**src/rtl/perf_pkg.sv**
```systemverilog
// ---------------------------------------------------------------------------
// perf_pkg
// Shared types and constants for the rasterizer performance-counter bank.
//   perf_state_e : snapshot streamer state (IDLE / STREAM)
//   MODE_*       : per-channel counting mode encoding of cfg_edge bits
//   OVF_*        : per-slot overflow behaviour encoding of cfg_sat bits
//   slot_w(n)    : width of a slot index covering the cycle slot plus n events
// ---------------------------------------------------------------------------
package perf_pkg;

    typedef enum logic {
        IDLE   = 1'b0,
        STREAM = 1'b1
    } perf_state_e;

    localparam logic MODE_LEVEL = 1'b0;
    localparam logic MODE_EDGE  = 1'b1;
    localparam logic OVF_WRAP   = 1'b0;
    localparam logic OVF_SAT    = 1'b1;

    function automatic int slot_w(input int n);
        return $clog2(n + 1);
    endfunction

endpackage

```
**src/rtl/perf_evt_chan.sv**
```systemverilog
// ---------------------------------------------------------------------------
// perf_evt_chan
// One event channel of the performance-counter bank: aligns the raw strobe
// to pipeline latency, optionally turns it into a rising-edge pulse, and
// counts it with saturating or wrapping overflow plus a sticky overflow flag.
//
// Ports
//   clk        : clock
//   rst        : asynchronous active-low reset
//   i_cfg_en   : counting enable (align pipe and edge history keep running)
//   i_cfg_edge : 1 = count rising edges, 0 = count high cycles
//   i_cfg_sat  : 1 = saturate at all-ones, 0 = wrap to zero
//   i_clear    : synchronous clear of counter and overflow flag
//   i_evt      : raw event strobe
//   o_cnt      : live counter value
//   o_ovf      : sticky overflow flag
// ---------------------------------------------------------------------------
module perf_evt_chan
    import perf_pkg::*;
#(
    parameter int CNT_W       = 32,
    parameter int ALIGN_DEPTH = 3
) (
    input  logic             clk,
    input  logic             rst,
    input  logic             i_cfg_en,
    input  logic             i_cfg_edge,
    input  logic             i_cfg_sat,
    input  logic             i_clear,
    input  logic             i_evt,
    output logic [CNT_W-1:0] o_cnt,
    output logic             o_ovf
);

    logic             w_aevt;
    logic             w_inc;
    logic             r_prev;
    logic [CNT_W-1:0] r_cnt;
    logic             r_ovf;

    generate
        if (ALIGN_DEPTH == 0) begin : g_no_align
            assign w_aevt = i_evt;
        end else begin : g_align
            logic [ALIGN_DEPTH-1:0] r_pipe;

            // Plain shift register; deliberately ignores clear and cfg_en so
            // the alignment never loses or duplicates an in-flight strobe.
            always_ff @(posedge clk or negedge rst) begin
                if (!rst) begin
                    r_pipe <= '0;
                end else begin
                    r_pipe[0] <= i_evt;
                    for (int i = 1; i < ALIGN_DEPTH; i++) begin
                        r_pipe[i] <= r_pipe[i-1];
                    end
                end
            end

            assign w_aevt = r_pipe[ALIGN_DEPTH-1];
        end
    endgenerate

    assign w_inc = i_cfg_en &
                   ((i_cfg_edge == MODE_EDGE) ? (w_aevt & ~r_prev) : w_aevt);

    always_ff @(posedge clk or negedge rst) begin
        if (!rst) begin
            r_prev <= 1'b0;
            r_cnt  <= '0;
            r_ovf  <= 1'b0;
        end else begin
            // Edge history tracks the aligned strobe every cycle, so a level
            // that rose while counting was disabled is not seen as a new edge.
            r_prev <= w_aevt;
            if (i_clear) begin
                r_cnt <= '0;
                r_ovf <= 1'b0;
            end else if (w_inc) begin
                if (&r_cnt) begin
                    r_ovf <= 1'b1;
                    if (i_cfg_sat != OVF_SAT) begin
                        r_cnt <= '0;
                    end
                end else begin
                    r_cnt <= r_cnt + CNT_W'(1);
                end
            end
        end
    end

    assign o_cnt = r_cnt;
    assign o_ovf = r_ovf;

endmodule

```
**src/rtl/perf_counter_bank.sv**
```systemverilog
// ---------------------------------------------------------------------------
// perf_counter_bank
// Performance-counter bank for the rasterizer pipeline. Slot 0 is a
// free-running cycle counter, slots 1..NUM_EVT count aligned event strobes.
// A snapshot (on request or from the period timer) copies every live slot
// into shadow registers, which are then streamed out one slot per handshake.
//
// Ports
//   clk        : clock
//   rst        : asynchronous active-low reset
//   cfg_en     : counting enable for all counters and the period timer
//   cfg_edge   : per-channel mode, 1 = rising edges, 0 = high cycles
//   cfg_sat    : per-slot overflow mode, 1 = saturate, 0 = wrap (bit 0 = cycles)
//   clear      : synchronous clear of live counters, ovf, snap_drop, timer
//   evt        : raw event strobes
//   snap_req   : single-cycle snapshot request
//   out_valid  : stream word valid
//   out_ready  : consumer ready
//   out_idx    : slot index of the current word (0 = cycles, k = evt[k-1])
//   out_data   : shadowed counter value
//   out_last   : high on the final slot
//   ovf        : sticky overflow flag per live slot
//   snap_drop  : sticky, a trigger arrived while a stream was busy
// ---------------------------------------------------------------------------
module perf_counter_bank
    import perf_pkg::*;
#(
    parameter int NUM_EVT       = 4,
    parameter int CNT_W         = 32,
    parameter int ALIGN_DEPTH   = 3,
    parameter int REPORT_PERIOD = 100000
) (
    input  logic                         clk,
    input  logic                         rst,
    input  logic                         cfg_en,
    input  logic [NUM_EVT-1:0]           cfg_edge,
    input  logic [NUM_EVT:0]             cfg_sat,
    input  logic                         clear,
    input  logic [NUM_EVT-1:0]           evt,
    input  logic                         snap_req,
    output logic                         out_valid,
    input  logic                         out_ready,
    output logic [slot_w(NUM_EVT)-1:0]   out_idx,
    output logic [CNT_W-1:0]             out_data,
    output logic                         out_last,
    output logic [NUM_EVT:0]             ovf,
    output logic                         snap_drop
);

    localparam int                IDX_W    = slot_w(NUM_EVT);
    localparam logic [IDX_W-1:0] LAST_IDX = IDX_W'(NUM_EVT);

    logic [NUM_EVT:0][CNT_W-1:0] w_live;
    logic [NUM_EVT:0]            w_ovf;
    logic [NUM_EVT:0][CNT_W-1:0] r_shadow;

    logic [CNT_W-1:0] r_cyc_cnt;
    logic             r_cyc_ovf;
    logic             w_auto_trig;
    logic             w_trig;
    logic             w_hs;
    logic             w_capture;
    logic             w_drop_set;
    logic             r_snap_drop;

    perf_state_e      r_state;
    perf_state_e      w_state_next;
    logic [IDX_W-1:0] r_idx;
    logic [IDX_W-1:0] w_idx_next;

    // ---------------- cycle counter (slot 0) ----------------
    always_ff @(posedge clk or negedge rst) begin
        if (!rst) begin
            r_cyc_cnt <= '0;
            r_cyc_ovf <= 1'b0;
        end else if (clear) begin
            r_cyc_cnt <= '0;
            r_cyc_ovf <= 1'b0;
        end else if (cfg_en) begin
            if (&r_cyc_cnt) begin
                r_cyc_ovf <= 1'b1;
                if (cfg_sat[0] == OVF_WRAP) begin
                    r_cyc_cnt <= '0;
                end
            end else begin
                r_cyc_cnt <= r_cyc_cnt + CNT_W'(1);
            end
        end
    end

    assign w_live[0] = r_cyc_cnt;
    assign w_ovf[0]  = r_cyc_ovf;

    // ---------------- event channels (slots 1..NUM_EVT) ----------------
    generate
        for (genvar gi = 0; gi < NUM_EVT; gi++) begin : g_chan
            perf_evt_chan #(
                .CNT_W       (CNT_W),
                .ALIGN_DEPTH (ALIGN_DEPTH)
            ) u_chan (
                .clk        (clk),
                .rst        (rst),
                .i_cfg_en   (cfg_en),
                .i_cfg_edge (cfg_edge[gi]),
                .i_cfg_sat  (cfg_sat[gi+1]),
                .i_clear    (clear),
                .i_evt      (evt[gi]),
                .o_cnt      (w_live[gi+1]),
                .o_ovf      (w_ovf[gi+1])
            );
        end
    endgenerate

    // ---------------- period timer ----------------
    generate
        if (REPORT_PERIOD == 0) begin : g_no_period
            assign w_auto_trig = 1'b0;
        end else begin : g_period
            localparam int              PER_W   = (REPORT_PERIOD > 1) ? $clog2(REPORT_PERIOD) : 1;
            localparam logic [PER_W-1:0] PER_TOP = PER_W'(REPORT_PERIOD - 1);

            logic [PER_W-1:0] r_period;

            // Fires on the enabled cycle that completes a period, so the
            // captured cycle slot reads REPORT_PERIOD-1 after a fresh start.
            assign w_auto_trig = cfg_en & (r_period == PER_TOP);

            always_ff @(posedge clk or negedge rst) begin
                if (!rst) begin
                    r_period <= '0;
                end else if (clear) begin
                    r_period <= '0;
                end else if (cfg_en) begin
                    if (r_period == PER_TOP) begin
                        r_period <= '0;
                    end else begin
                        r_period <= r_period + PER_W'(1);
                    end
                end
            end
        end
    endgenerate

    // ---------------- snapshot streamer ----------------
    assign w_trig = snap_req | w_auto_trig;
    assign w_hs   = (r_state == STREAM) & out_ready;

    always_comb begin
        w_state_next = r_state;
        w_idx_next   = r_idx;
        w_capture    = 1'b0;
        w_drop_set   = 1'b0;
        case (r_state)
            IDLE: begin
                if (w_trig) begin
                    w_capture    = 1'b1;
                    w_state_next = STREAM;
                    w_idx_next   = '0;
                end
            end
            STREAM: begin
                if (w_hs && (r_idx == LAST_IDX)) begin
                    // A trigger landing on the final handshake is taken
                    // immediately so back-to-back reports have no bubble.
                    w_idx_next = '0;
                    if (w_trig) begin
                        w_capture = 1'b1;
                    end else begin
                        w_state_next = IDLE;
                    end
                end else begin
                    if (w_hs) begin
                        w_idx_next = r_idx + IDX_W'(1);
                    end
                    if (w_trig) begin
                        w_drop_set = 1'b1;
                    end
                end
            end
            default: begin
                w_state_next = IDLE;
                w_idx_next   = '0;
            end
        endcase
    end

    always_ff @(posedge clk or negedge rst) begin
        if (!rst) begin
            r_state <= IDLE;
            r_idx   <= '0;
        end else begin
            r_state <= w_state_next;
            r_idx   <= w_idx_next;
        end
    end

    // Shadows take the registered live values, i.e. before this cycle's
    // increment or clear lands.
    always_ff @(posedge clk or negedge rst) begin
        if (!rst) begin
            r_shadow <= '0;
        end else if (w_capture) begin
            r_shadow <= w_live;
        end
    end

    always_ff @(posedge clk or negedge rst) begin
        if (!rst) begin
            r_snap_drop <= 1'b0;
        end else if (clear) begin
            r_snap_drop <= 1'b0;
        end else if (w_drop_set) begin
            r_snap_drop <= 1'b1;
        end
    end

    assign out_valid = (r_state == STREAM);
    assign out_idx   = r_idx;
    assign out_data  = out_valid ? r_shadow[r_idx] : '0;
    assign out_last  = out_valid & (r_idx == LAST_IDX);
    assign ovf       = w_ovf;
    assign snap_drop = r_snap_drop;

endmodule

```
**config.mk**
```make
export PLATFORM = sky130hd
export DESIGN_NAME = perf_counter_bank
export DESIGN_NICKNAME = d
export VERILOG_FILES = /design/src/rtl/perf_pkg.sv /design/src/rtl/perf_evt_chan.sv /design/src/rtl/perf_counter_bank.sv
export SDC_FILE = /design/constraint.sdc
export NUM_CORES = 1
export LEC_CHECK = 0
export CAP_MARGIN = 10
export CORE_MARGIN = 2
export CORE_UTILIZATION = 67
export CTS_CLUSTER_DIAMETER = 40
export CTS_CLUSTER_SIZE = 24
export DETAILED_ROUTE_END_ITERATION = 8
export GPL_ROUTABILITY_DRIVEN = 0
export PLACE_DENSITY = 0.83
export REMOVE_ABC_BUFFERS = 1
export SYNTH_ARGS = -nofsm -noshare
export SYNTH_HDL_FRONTEND = slang
export SYNTH_HIERARCHICAL = 1
export SYNTH_SLANG_ARGS = --single-unit
```
**constraint.sdc**
```tcl
create_clock -name clk -period 6.59 [get_ports clk]
set_clock_uncertainty 0.2 [all_clocks]
set_input_delay 0.659 -clock clk [delete_from_list [all_inputs] [get_ports clk]]
set_output_delay 0.659 -clock clk [all_outputs]
set_load 0.01 [all_outputs]
```
# [Word level (Yosys, flattened, before mapping)]
# Cells that the tools add are included.
[op_classes] addsub=7 multipliers=0 div_mod_pow=0 magnitude_cmp=1 n_eq_ne=9 n_shift=0 mux=58 bitwise=17 n_reduce_logical=28
[ops] operator="two-way mux 32 bit" count=22
[ops] operator="adder 32 x 1 -> 32 bit, second input constant" count=5
[ops] operator="AND reduction 32 bit" count=5
[ops] operator="binary-select mux 32 bit (select 3 bit)" count=1
[ops] operator="two-way mux 17 bit" count=3
[ops] operator="two-way mux 1 bit" count=26
[ops] operator="AND reduction 2 bit" count=11
[ops] operator="nonzero test 2 bit" count=11
[ops] operator="adder 17 x 1 -> 17 bit, second input constant" count=1
[ops] operator="== test 17 bit, second input constant" count=1
[ops] operator="inequality test 3 bit, second input constant" count=5
[ops] operator="bitwise AND 1 bit" count=11
[ops] operator="two-way mux 3 bit" count=3
[ops] operator="case mux 3 bit (2 select lines)" count=1
[ops] operator="NOT 1 bit" count=5
[ops] operator="< comparator 3 x 4 -> 1 bit, second input constant" count=1
[ops] operator="case mux 1 bit (2 select lines)" count=2
[ops] operator="adder 3 x 1 -> 3 bit, second input constant" count=1
[ops] operator="== test 3 bit, second input constant" count=1
[ops] operator="inequality test 3 x 2 -> 1 bit, second input constant" count=1
[ops] operator="inequality test 2 bit, second input constant" count=1
[ops] operator="logical AND 1 bit" count=1
[ops] operator="bitwise OR 1 bit" count=1
[totals] reg_bits=363 latchBits=0 mem_bits_rw=0 romBits=0 inputBits=19 output_inout_bits=43 mem_count=0

# [Depth between registers and ports, before layout]
# Gate-level depths: netlist of the first run.
[logic_depth] depth_word=8 mapped_depth=12

# [Modules after synthesis]
# Netlist of the first run, hierarchy kept.
[modules_own_cells] mod="perf_counter_bank" instances=1 cells_per_inst=825 area_per_inst_um2=10782.8 seq_area_each_um2=5380.2
[modules_own_cells] mod="perf_evt_chan" instances=4 cells_per_inst=220 area_per_inst_um2=2173.3 seq_area_each_um2=925.9

# [Worst setup path after synthesis of the first run]
# Ideal clock, no wire load.
[synth_timing] kind="register to register" start="register r_idx[0] (netlist: out_idx[0])" end="register r_shadow[0] (netlist name)" t_arrival_ps=2782 required_ps=6265 slack_ps=3483 stages_incl_launch_ff=13 n_path_buf=5 period_less_slack_ps=3107 cell_sequence="dfrtp_1 > clkbuf_1 > clkbuf_1 > inv_1 > ha_1 > and3_1 > nand2_1 > nand2_1 > nand2b_1 > buf_2 > buf_6 > buf_6 > mux2_4"
[synth_between] elab_chain_cells=4
[synth_lines] element="from (decl)" line="perf_counter_bank.sv:68" source="logic [IDX_W-1:0] r_idx;"
[synth_lines] element="from (signal assigned)" line="perf_counter_bank.sv:193" source="r_idx <= w_idx_next;"
[synth_lines] element="== test 3 bit" line="perf_counter_bank.sv:162" source="if (w_hs && (r_idx == LAST_IDX)) begin"
[synth_lines] element="logical AND 1 bit" line="perf_counter_bank.sv:162"
[synth_lines] element="two-way mux 1 bit" line="perf_counter_bank.sv:162"
[synth_lines] element="case mux 1 bit (2 select lines)" line="perf_counter_bank.sv:153" source="case (r_state)"
[synth_lines] element="to (signal assigned)" line="perf_counter_bank.sv:203" source="r_shadow <= w_live;"
[synth_lines] element="to (decl)" line="perf_counter_bank.sv:55" source="logic [NUM_EVT:0][CNT_W-1:0] r_shadow;"
# Every way passes these cells.
# A chain may end at the register's enable or synchronous reset.

# [Worst setup path after layout of the first run]
[layout_timing] start="register r_idx[0] (netlist: out_idx[0])" end="register r_shadow[113] (netlist name)"
# Same word-level chain as after synthesis.

==> impl_metrics.yaml, run 1 <==
final_layout:
  fill_cells: 1709
  area_growth_pct: 12.5
  n_antenna_cell: 0
  layout_commonest_cell: "dfrtp_1"
  layout_common_cells: "dfrtp_1 (362), nand2_1 (101), mux2_4 (100)"
  drive_above_1_share_pct: 18.6
  nets: 1769
floorplan:
  fp.dieW_um: 174
  ios: 62
  dieHeight_um: 174
  core_um2: 28600
  std_cell_rows: 62
  initial_core_util_pct: 68.0
  die_area_um2: 30400
routing:
  vias: 15500
  drc: 0
  routed_wl_um: 53600
  route.met2.wl_um: 24700
  wl_per_cell_um: 24.8
  vias_per_cell: 7.17
  highest_layer: "met4"
  wl_met1_um: 21100
  wl_met3_um: 4830
  ant_nets: 0
  first_pass_iters: 6
  detail_route.iter0.violations: 2344
timing:
  setup_viol_count_final: 0
  slew_headroom_pct: 24.8
  fin_worst_hold_slack_ns: -0.0483
  final.setup.tns_ns: 0
  drv_slew: 0
  hold_viol: 19
  fmax_mhz: 249
  post-route-min-period_ns: 4.02
  finalWorstSetupSlack_ns: 2.57
  tightest_slew_ns: 1.13
  post-route-period-util_pct: 60.9
  rsz0062_at_grt: "false"
setup_path:
  start_kind: "flip-flop"
  cp_num_buf_inv: 3
  cp_cell_sequence: "buf_4, inv_1, ha_1, and3_1, nand2_1, nand2_1, nand2b_4, buf_12, mux2_2"
  rr_worst_depth: 9
  critPathMostFrequentCell: "nand2_1"
  r2r-start: "out_idx[0]"
  r2r_end: "r_shadow[113]"
  crit_path_max_fanout: 99
  crit_arrival_ns: 4.25
  path_class: "reg2reg"
  regToRegSetupSlack_ns: 2.57
  slowest_delay_ns: 0.86
  critPathSlowestCell: "nand2b_4"
  cp.required_ns: 6.82
  path_depth: 9
  cp_top_family: "buffers and inverters"
  end_kind: "flip-flop"
yosys:
  synth_cell_type_count: 76
  netlist.area_leader.share_pct: 46.6
  syn_area_um2: 19500
  yosysSeqAreaShare_pct: 46.6
  synthCells: 1705
  synth-seq-cells: 363
  async_reset_ff_share_pct: 100
  ys.warnings.count: 6
  synth_area_leaders: "dfrtp_1 (47%), mux2_4 (7.7%), mux4_2 (3.7%), a211o_1 (2.6%), and3_1 (2.4%)"
  synth_edf_count: 0
  avgSynthCellArea_um2: 11.4
  yosysTopAreaCell: "dfrtp_1"
  synth_top_flop_cell: "dfrtp_1"
job:
  cap_violations: 0
status:
  failed_checks: "hold timing"
  status: "finished, violations left"
cts:
  cts-resized-gates: 0
  numCtsBuffers: 47
  clock-root-buffer: "clkbuf_16"
  cts_tree: "built"
  cts_max_path_buffers: 3
  clkTransAtPathRegs_ns: 0.06
  cts_hold_buf: 0
  cts_setup_buffers: 0
  clk_latency_ns: 0.56
  clock-sinks: 363
  h-tree-depth: 2
place:
  dp_hpwl_um: 35300
  dp_slack_ns: 2.65
  io_buffers: 61
power:
  power.density_nw_per_um2: 266
  p_leak_nw: 10.3
  irDropWorstVdd_mv: 0.214
global_routing:
  grt-ovfl-total: 0
  antenna_found_initial: 1
  grt_usage_pct: 35.8
  grt_pass1_wl_um: 86300
  grt_max_degree: 191
  grt_pass1_vias: 15200
hold_path:
  hold_class: "in2async"
metal layers:
| metal | global-route usage, % | up-vias |
|---|---|---|
| met1 | 49.5 | 7581 |
| met4 | 17.8 | 0 |
| met5 | 0 | - |
| met3 | 5.71 | 203 |
| met2 | 55.8 | 1023 |
| li1 | - | 6714 |
synth_stat cells, types with 32 or more instances:
| library cell | number |
|---|---|
| o211ai_1 | 33 |
| dfrtp_1 | 363 |
| mux2_4 | 100 |
| mux4_2 | 32 |
| nand4_1 | 72 |
| o21ai_0 | 38 |
| and3_1 | 75 |
| a22oi_1 | 32 |
| a211o_1 | 58 |
| nand2_1 | 101 |
| clkbuf_1 | 36 |
| nor2_1 | 56 |
| nor2b_1 | 34 |
| nor3_1 | 90 |
| inv_1 | 40 |
| mux2_1 | 36 |
| nand3_1 | 76 |
state kept, by name (all words and copies together) (netlist names):
name,count
g_chan.u_chan/g_align.r_pipe,12
snap_drop,1
g_chan.u_chan/o_cnt,128
r_cyc_cnt,32
g_chan.u_chan/r_prev,4
out_idx,3
r_shadow,160
r_cyc_ovf,1
out_valid,1
g_period.r_period,17
g_chan.u_chan/o_ovf,4
cell families (layout without fill, tap and decap cells):
kind of cell | Yosys count | after routing | synth area share [%]
AND/OR/NAND/NOR | 669 | 669 | 20.5
flip-flops | 363 | 363 | 46.6
AO/OA/AOI/OAI | 331 | 331 | 13.2
multiplexers | 194 | 194 | 15.0
buffers and inverters | 126 | 202 | 3.58
XOR/XNOR | 14 | 14 | 0.630
adder cells (fa/ha/maj) | 8 | 8 | 0.514
metrics by stage:
stage / power, W / instance area, um^2 / hold WS (ns) / util, % / cells
final: 0.00582 / 21900 / -0.0483 / 76.5 / 2165
after CTS: 0.00584 / 21900 / 0.00734 / 76.5 / 2163
after detailed placement: 0.00305 / 20100 / 0.137 / 70.4 / 2075
after global placement: 0.00304 / 20100 / 0.133 / 70.4 / 2075
after floorplan: 0.00284 / 18900 / 0.131 / - / 1619
after global routing: 0.00601 / 21900 / 0.0373 / 76.5 / 2165
cell type report:
type	count	area [um^2]	area share (%)
Sequential cell	363	9080	41.5
Clock buffer	51	1230	5.63
Inverter	40	150	0.685
Tap cell	384	480	2.19
Multi-Input combinational cell	1216	9710	44.3
Timing Repair Buffer	74	731	3.34
Clock inverter	37	518	2.36
worst max-delay path by stage:
| stage | endpoint | slack (ns) | start |
|---|---|---|---|
| 6_report | r_shadow[113] | 2.57 | out_idx[0] |
| 5_1_grt | r_shadow[100] | 2.33 | out_idx[0] |
| 4_1_cts | r_shadow[99] | 2.61 | out_idx[0] |
| 3_5_place_dp | r_shadow[99] | 2.65 | out_idx[0] |
| 3_3_place_gp | r_shadow[112] | 2.77 | out_idx[0] |
| 2_1_floorplan | r_shadow[100] | -1.83 | out_idx[0] |
report_power, final:
part / switching (W) / leakage (nW) / internal (W)
sequential: 0.0000618 / 5.01 / 0.00229
clock: 0.00116 / 0.853 / 0.00164
combinational: 0.000401 / 4.41 / 0.000275
total: 0.00162 / 10.3 / 0.00420
Note: power is estimated with default switching activity, not from simulation.
==> run 2, diff against run 1 <==
--- a/config.mk
+++ b/config.mk
@@ -7,12 +7,12 @@
 export LEC_CHECK = 0
 export CAP_MARGIN = 10
 export CORE_MARGIN = 2
-export CORE_UTILIZATION = 67
+export CORE_UTILIZATION = 62
 export CTS_CLUSTER_DIAMETER = 40
 export CTS_CLUSTER_SIZE = 24
 export DETAILED_ROUTE_END_ITERATION = 8
 export GPL_ROUTABILITY_DRIVEN = 0
-export PLACE_DENSITY = 0.83
+export PLACE_DENSITY = 0.77
 export REMOVE_ABC_BUFFERS = 1
 export SYNTH_ARGS = -nofsm -noshare
 export SYNTH_HDL_FRONTEND = slang
==> constraint.sdc (replaced) <==
create_clock -name clk -period 3.85 [get_ports clk]
set_clock_uncertainty 0.2 [all_clocks]
set_input_delay 0.385 -clock clk [delete_from_list [all_inputs] [get_ports clk]]
set_output_delay 0.385 -clock clk [all_outputs]
set_load 0.01 [all_outputs]
==> impl_metrics.yaml, run 2 (synthesis results as in run 1) <==
final_layout:
  fill_cells: 2140
  layout_commonest_cell: "dfrtp_1"
  fin_area_um2: 22200
  top_register: "r_shadow"
  largest_reg_flops: 160
  final_core_util_pct: 72.2
  area_growth_pct: 14.0
  nets: 1792
  drive_above_1_share_pct: 19.7
  register_area_um2: 9090
  layout_common_cells: "dfrtp_1 (362), nand2_1 (101), mux2_4 (100)"
  multi_input_area_um2: 9710
power:
  p_leak_nw: 10.4
  irDropWorstVdd_mv: 0.308
  total_power_w: 0.0101
  power.density_nw_per_um2: 453
floorplan:
  die_area_um2: 32800
  core_um2: 30700
  dieHeight_um: 181
  ios: 62
  std_cell_rows: 64
  fp.dieW_um: 181
  initial_core_util_pct: 63.3
routing:
  vias: 15400
  ant_nets: 0
  highest_layer: "met4"
  wl_met1_um: 22000
  wl_per_cell_um: 24.0
  vias_per_cell: 6.99
  drc: 0
  first_pass_iters: 6
  route.met2.wl_um: 24600
  detail_route.iter0.violations: 1695
  routed_wl_um: 52800
  wl_met3_um: 4440
cts:
  numCtsBuffers: 50
  clk_latency_ns: 0.59
  h-tree-depth: 2
  clock-root-buffer: "clkbuf_16"
  cts_tree: "built"
  clock-sinks: 363
  clkTransAtPathRegs_ns: 0.07
  cts_setup_buffers: 0
  cts_max_path_buffers: 3
place:
  dp_hpwl_um: 36800
  place_area_um2: 20400
  io_buffers: 61
global_routing:
  grt_usage_pct: 32.7
  antenna_found_initial: 2
  grt_max_degree: 92
  grt_pass1_vias: 14900
  grt-ovfl-total: 0
  grt_pass1_wl_um: 84500
setup_path:
  end_kind: "primary output"
  cp_cell_sequence: "buf_4, mux4_2, a22oi_1, nor2b_1, clkdlybuf4s50_1"
  path_class: "reg2out"
  crit_arrival_ns: 3.06
  cp.required_ns: 3.26
  slowest_delay_ns: 0.76
  crit_path_max_fanout: 27
  critPathSlowestCell: "dfrtp_4"
  start_kind: "flip-flop"
timing:
  hold_viol: 0
  tightest_slew_ns: 0.926
  fmax_mhz: 274
  drv_slew: 0
  slew_headroom_pct: 38.3
  setup_viol_count_final: 0
  post-route-min-period_ns: 3.65
  post-route-period-util_pct: 94.8
  rsz0062_at_grt: "false"
status:
  status: "completed"
job:
  cap_violations: 0
hold_path:
  hold_class: "in2reg"
[run 2: per-layer routing]
layer | track usage [%] | vias up
li1 | - | 6780
met1 | 45.2 | 7701
met2 | 51.4 | 786
met3 | 6.57 | 134
met4 | 12.4 | 0
met5 | 0 | -
[run 2: repair_timing]
action / in CTS / in global routing
hold endpoints to repair: 73 / 0
hold buffers: 1 / 0
endpoints found under the setup margin: 3 / 0
resized for setup: 1 / 0
[run 2: worst max-delay path: cells and delay by family, from the launching register on]
kind / cells / cell delay [ns]
compound gates: 1 / 0.25
buf+inv: 2 / 0.83
flops: 1 / 0.76
mux: 1 / 0.53
simple gates: 1 / 0.09
[run 2: worst paths after layout]
check                                                   start                            endpoint  slack (ns)  depth (start not counted)
max in group asynchronous                                 rst                       r_shadow[101]        2.14                          3
min in group asynchronous                                 rst                        r_cyc_cnt[5]        0.17                          2
max                                                out_idx[0]                        out_data[21]        0.20                          5
min reg2reg                g_chan[0].u_chan/g_align.r_pipe[0]  g_chan[0].u_chan/g_align.r_pipe[1]        0.14                          0
min                                                    evt[1]  g_chan[1].u_chan/g_align.r_pipe[0]        0.04                          1
max reg2reg                         g_chan[2].u_chan/o_cnt[0]          g_chan[2].u_chan/o_cnt[29]        0.74                          6
[run 2: cell type report]
cell class / instances / share of cell area (%)
inverters: 40 / 0.676
clock buffers: 52 / 5.81
repair buffers: 94 / 4.38
multi-input cells: 1216 / 43.7
diodes: 2 / 0.0225
well taps: 396 / 2.23
clock inverters: 41 / 2.26
flip-flops and latches: 363 / 40.9
[run 2: power breakdown]
group / leakage [nW] / switching (W) / internal, W
Combinational: 4.54 / 0.000630 / 0.000506
Sequential: 5.01 / 0.000178 / 0.00392
Clock: 0.871 / 0.00209 / 0.00275
[run 2: stage by stage]
stage	setup TNS, ns	setup WS, ns	cells	hold slack [ns]
finish	0	0.202	2204	0.0420
global route	0	0.0196	2202	0.0355
CTS	0	0.201	2202	0.0199
detailed placement	0	0.626	2108	0.138
global placement	0	0.665	2108	0.134
floorplan	-721.53	-4.57	1619	-0.111
==> run 3, diff against run 2 <==
--- a/config.mk
+++ b/config.mk
@@ -5,14 +5,16 @@
 export SDC_FILE = /design/constraint.sdc
 export NUM_CORES = 1
 export LEC_CHECK = 0
+export ABC_AREA = 1
+export ABC_CLOCK_PERIOD_IN_PS = 3850
 export CAP_MARGIN = 10
 export CORE_MARGIN = 2
-export CORE_UTILIZATION = 62
+export CORE_UTILIZATION = 63
 export CTS_CLUSTER_DIAMETER = 40
 export CTS_CLUSTER_SIZE = 24
 export DETAILED_ROUTE_END_ITERATION = 8
 export GPL_ROUTABILITY_DRIVEN = 0
-export PLACE_DENSITY = 0.77
+export PLACE_DENSITY = 0.78
 export REMOVE_ABC_BUFFERS = 1
 export SYNTH_ARGS = -nofsm -noshare
 export SYNTH_HDL_FRONTEND = slang
==> impl_metrics.yaml, run 3 <==
status:
  status: "completed"
final_layout:
  largest_reg_flops: 160
  n_antenna_cell: 0
  drive_above_1_share_pct: 6.51
  fin_area_um2: 23300
  top_register: "r_shadow"
  layout_commonest_cell: "nand2_1"
  layout_common_cells: "nand2_1 (1161), nor2_1 (375), dfrtp_1 (362)"
  area_growth_pct: 12.1
  nets: 3013
  fill_cells: 2624
routing:
  vias: 20000
  detail_route.iter0.violations: 2443
  wl_per_cell_um: 17.4
  first_pass_iters: 6
  routed_wl_um: 60500
  ant_nets: 0
  drc: 0
  vias_per_cell: 5.77
setup_path:
  regToRegSetupSlack_ns: 0.69
  start_kind: "flip-flop"
  crit_arrival_ns: 3.14
  path_class: "reg2out"
  crit_path_max_fanout: 59
  end_kind: "primary output"
  cp.required_ns: 3.26
yosys:
  ys.warnings.count: 6
  netlist_top_cells_count: "nand2_1 (1161), nor2_1 (375), dfrtp_1 (363)"
  synth-seq-cells: 363
  synth.most_common_cell: "nand2_1"
  synth_edf_count: 0
  synth_area_leaders: "dfrtp_1 (44%), nand2_1 (21%), nand3_1 (7.0%), nor2_1 (6.8%), o21ai_0 (4.3%)"
  syn_area_um2: 20700
  yosysSeqAreaShare_pct: 43.8
  synth_cell_type_count: 36
  netlist.area_leader.share_pct: 43.8
  synth_top_flop_cell: "dfrtp_1"
  yosysTopAreaCell: "dfrtp_1"
  async_reset_ff_share_pct: 100
  avgSynthCellArea_um2: 6.99
  synthCells: 2966
timing:
  tightest_slew_ns: 0.853
  fin_worst_hold_slack_ns: 0.0280
  post-route-min-period_ns: 3.72
  slew_headroom_pct: 43.1
  rsz0062_at_grt: "false"
  post-route-period-util_pct: 96.6
  finalWorstSetupSlack_ns: 0.129
  final.setup.tns_ns: 0
  drv_slew: 0
  hold_viol: 0
  setup_viol_count_final: 0
  fmax_mhz: 269
power:
  power.density_nw_per_um2: 533
  p_leak_nw: 11.0
  irDropWorstVdd_mv: 0.421
cts:
  clk_latency_ns: 0.60
  cts_setup_buffers: 0
  clkTransAtPathRegs_ns: 0.06
  h-tree-depth: 2
  cts_tree: "built"
  clock-sinks: 363
  cts_max_path_buffers: 3
  numCtsBuffers: 53
  clock-root-buffer: "clkbuf_16"
place:
  place_area_um2: 21400
  dp_slack_ns: 0.721
  io_buffers: 61
  dp_hpwl_um: 42000
global_routing:
  antenna_found_initial: 0
  grt-ovfl-total: 0
  grt_pass1_vias: 18600
  grt_pass1_wl_um: 97000
  grt_usage_pct: 35.9
  grt_max_degree: 134
floorplan:
  core_um2: 32500
  dieHeight_um: 185
  std_cell_rows: 66
  ios: 62
  initial_core_util_pct: 63.9
  die_area_um2: 34400
  fp.dieW_um: 185
hold_path:
  hold_class: "in2reg"
job:
  cap_violations: 0
## run 3: cell count changes in the layout (fill, tap and decap cells not counted), moves of 43 or more
cell     delta
a211o_1    -58
nor2_1    +319
and3_1     -75
o21ai_1    +43
o21ai_0   +140
nand2_1  +1060
mux2_4    -100
nand4_1    -62
inv_1     +140
nand3_1   +213
nor3_1     -78
## run 3: power breakdown
part / leakage, nW / internal (W) / switching (W) / total (W)
registers: 4.96 / 0.00413 / 0.000342 / 0.00447
clock network: 0.893 / 0.00302 / 0.00200 / 0.00502
logic: 5.10 / 0.00105 / 0.00186 / 0.00291
total: 11.0 / 0.00820 / 0.00420 / 0.0124
## run 3: final cells by class
cell class	count	area (um^2)	area share, %
inverter	195	736	3.16
clock buffer	60	1390	5.99
tap	442	553	2.38
clock inverter	37	452	1.94
sequential	363	9080	39.1
timing repair buffer	81	842	3.62
multi-input combinational	2292	10200	43.8
## run 3: timing repair
item | in CTS | in global routing
hold endpoints to repair | 98 | 0
setup endpoints to repair | 0 | 12
hold buffers | 1 | 0
resized for setup | 0 | 3
## run 3: routing by layer
metal	share of wire [%]	routed length, um	track usage, %
met1	41	25000	49.3
met2	45	27300	55.7
met3	9.2	5540	6.65
met4	4.3	2630	16.4
met5	0	0	0
## run 3: worst paths after layout
path	startpoint	endpoint	cells past startpoint
max in group asynchronous	rst	g_chan[1].u_chan/o_cnt[24]	3
worst min register to register	g_chan[2].u_chan/g_align.r_pipe[1]	g_chan[2].u_chan/g_align.r_pipe[2]	0
worst min-delay path	evt[2]	g_chan[2].u_chan/g_align.r_pipe[0]	1
worst max register to register	out_idx[1]	r_shadow[31]	11
min in group asynchronous	rst	g_chan[2].u_chan/o_cnt[26]	2
worst max-delay path	out_idx[0]	out_data[12]	7
## run 3: through the flow
stage / util (%) / total power, W / instances
6_report: 71.7 / 0.0124 / 3470
5_1_grt: 71.7 / 0.0129 / 3470
4_1_cts: 71.6 / 0.0124 / 3470
3_5_place_dp: 65.9 / 0.00735 / 3372
3_3_place_gp: 65.9 / 0.00728 / 3372
2_1_floorplan: - / 0.00590 / 2850
## run 3: logic make-up after synthesis
| group | Yosys count | synth area share [%] |
|---|---|---|
| buffers and inverters | 311 | 7.15 |
| adders and majority gates | 8 | 0.483 |
| muxes | 1 | 0.0483 |
| AOI/OAI and AO/OA | 314 | 8.01 |
| DFF | 363 | 43.8 |
| and+or+nand+nor | 1926 | 38.7 |
| xor gates and xnor gates | 43 | 1.82 |
## run 3: critical path: stages, from the launching register on
cell and delay [ns]:
dfrtp_2 0.50, inv_1 0.20, buf_6 0.35, o21ai_0 0.19, o22ai_1 0.20, nand2_1 0.07, a21oi_1 0.39, clkdlybuf4s50_1 0.62
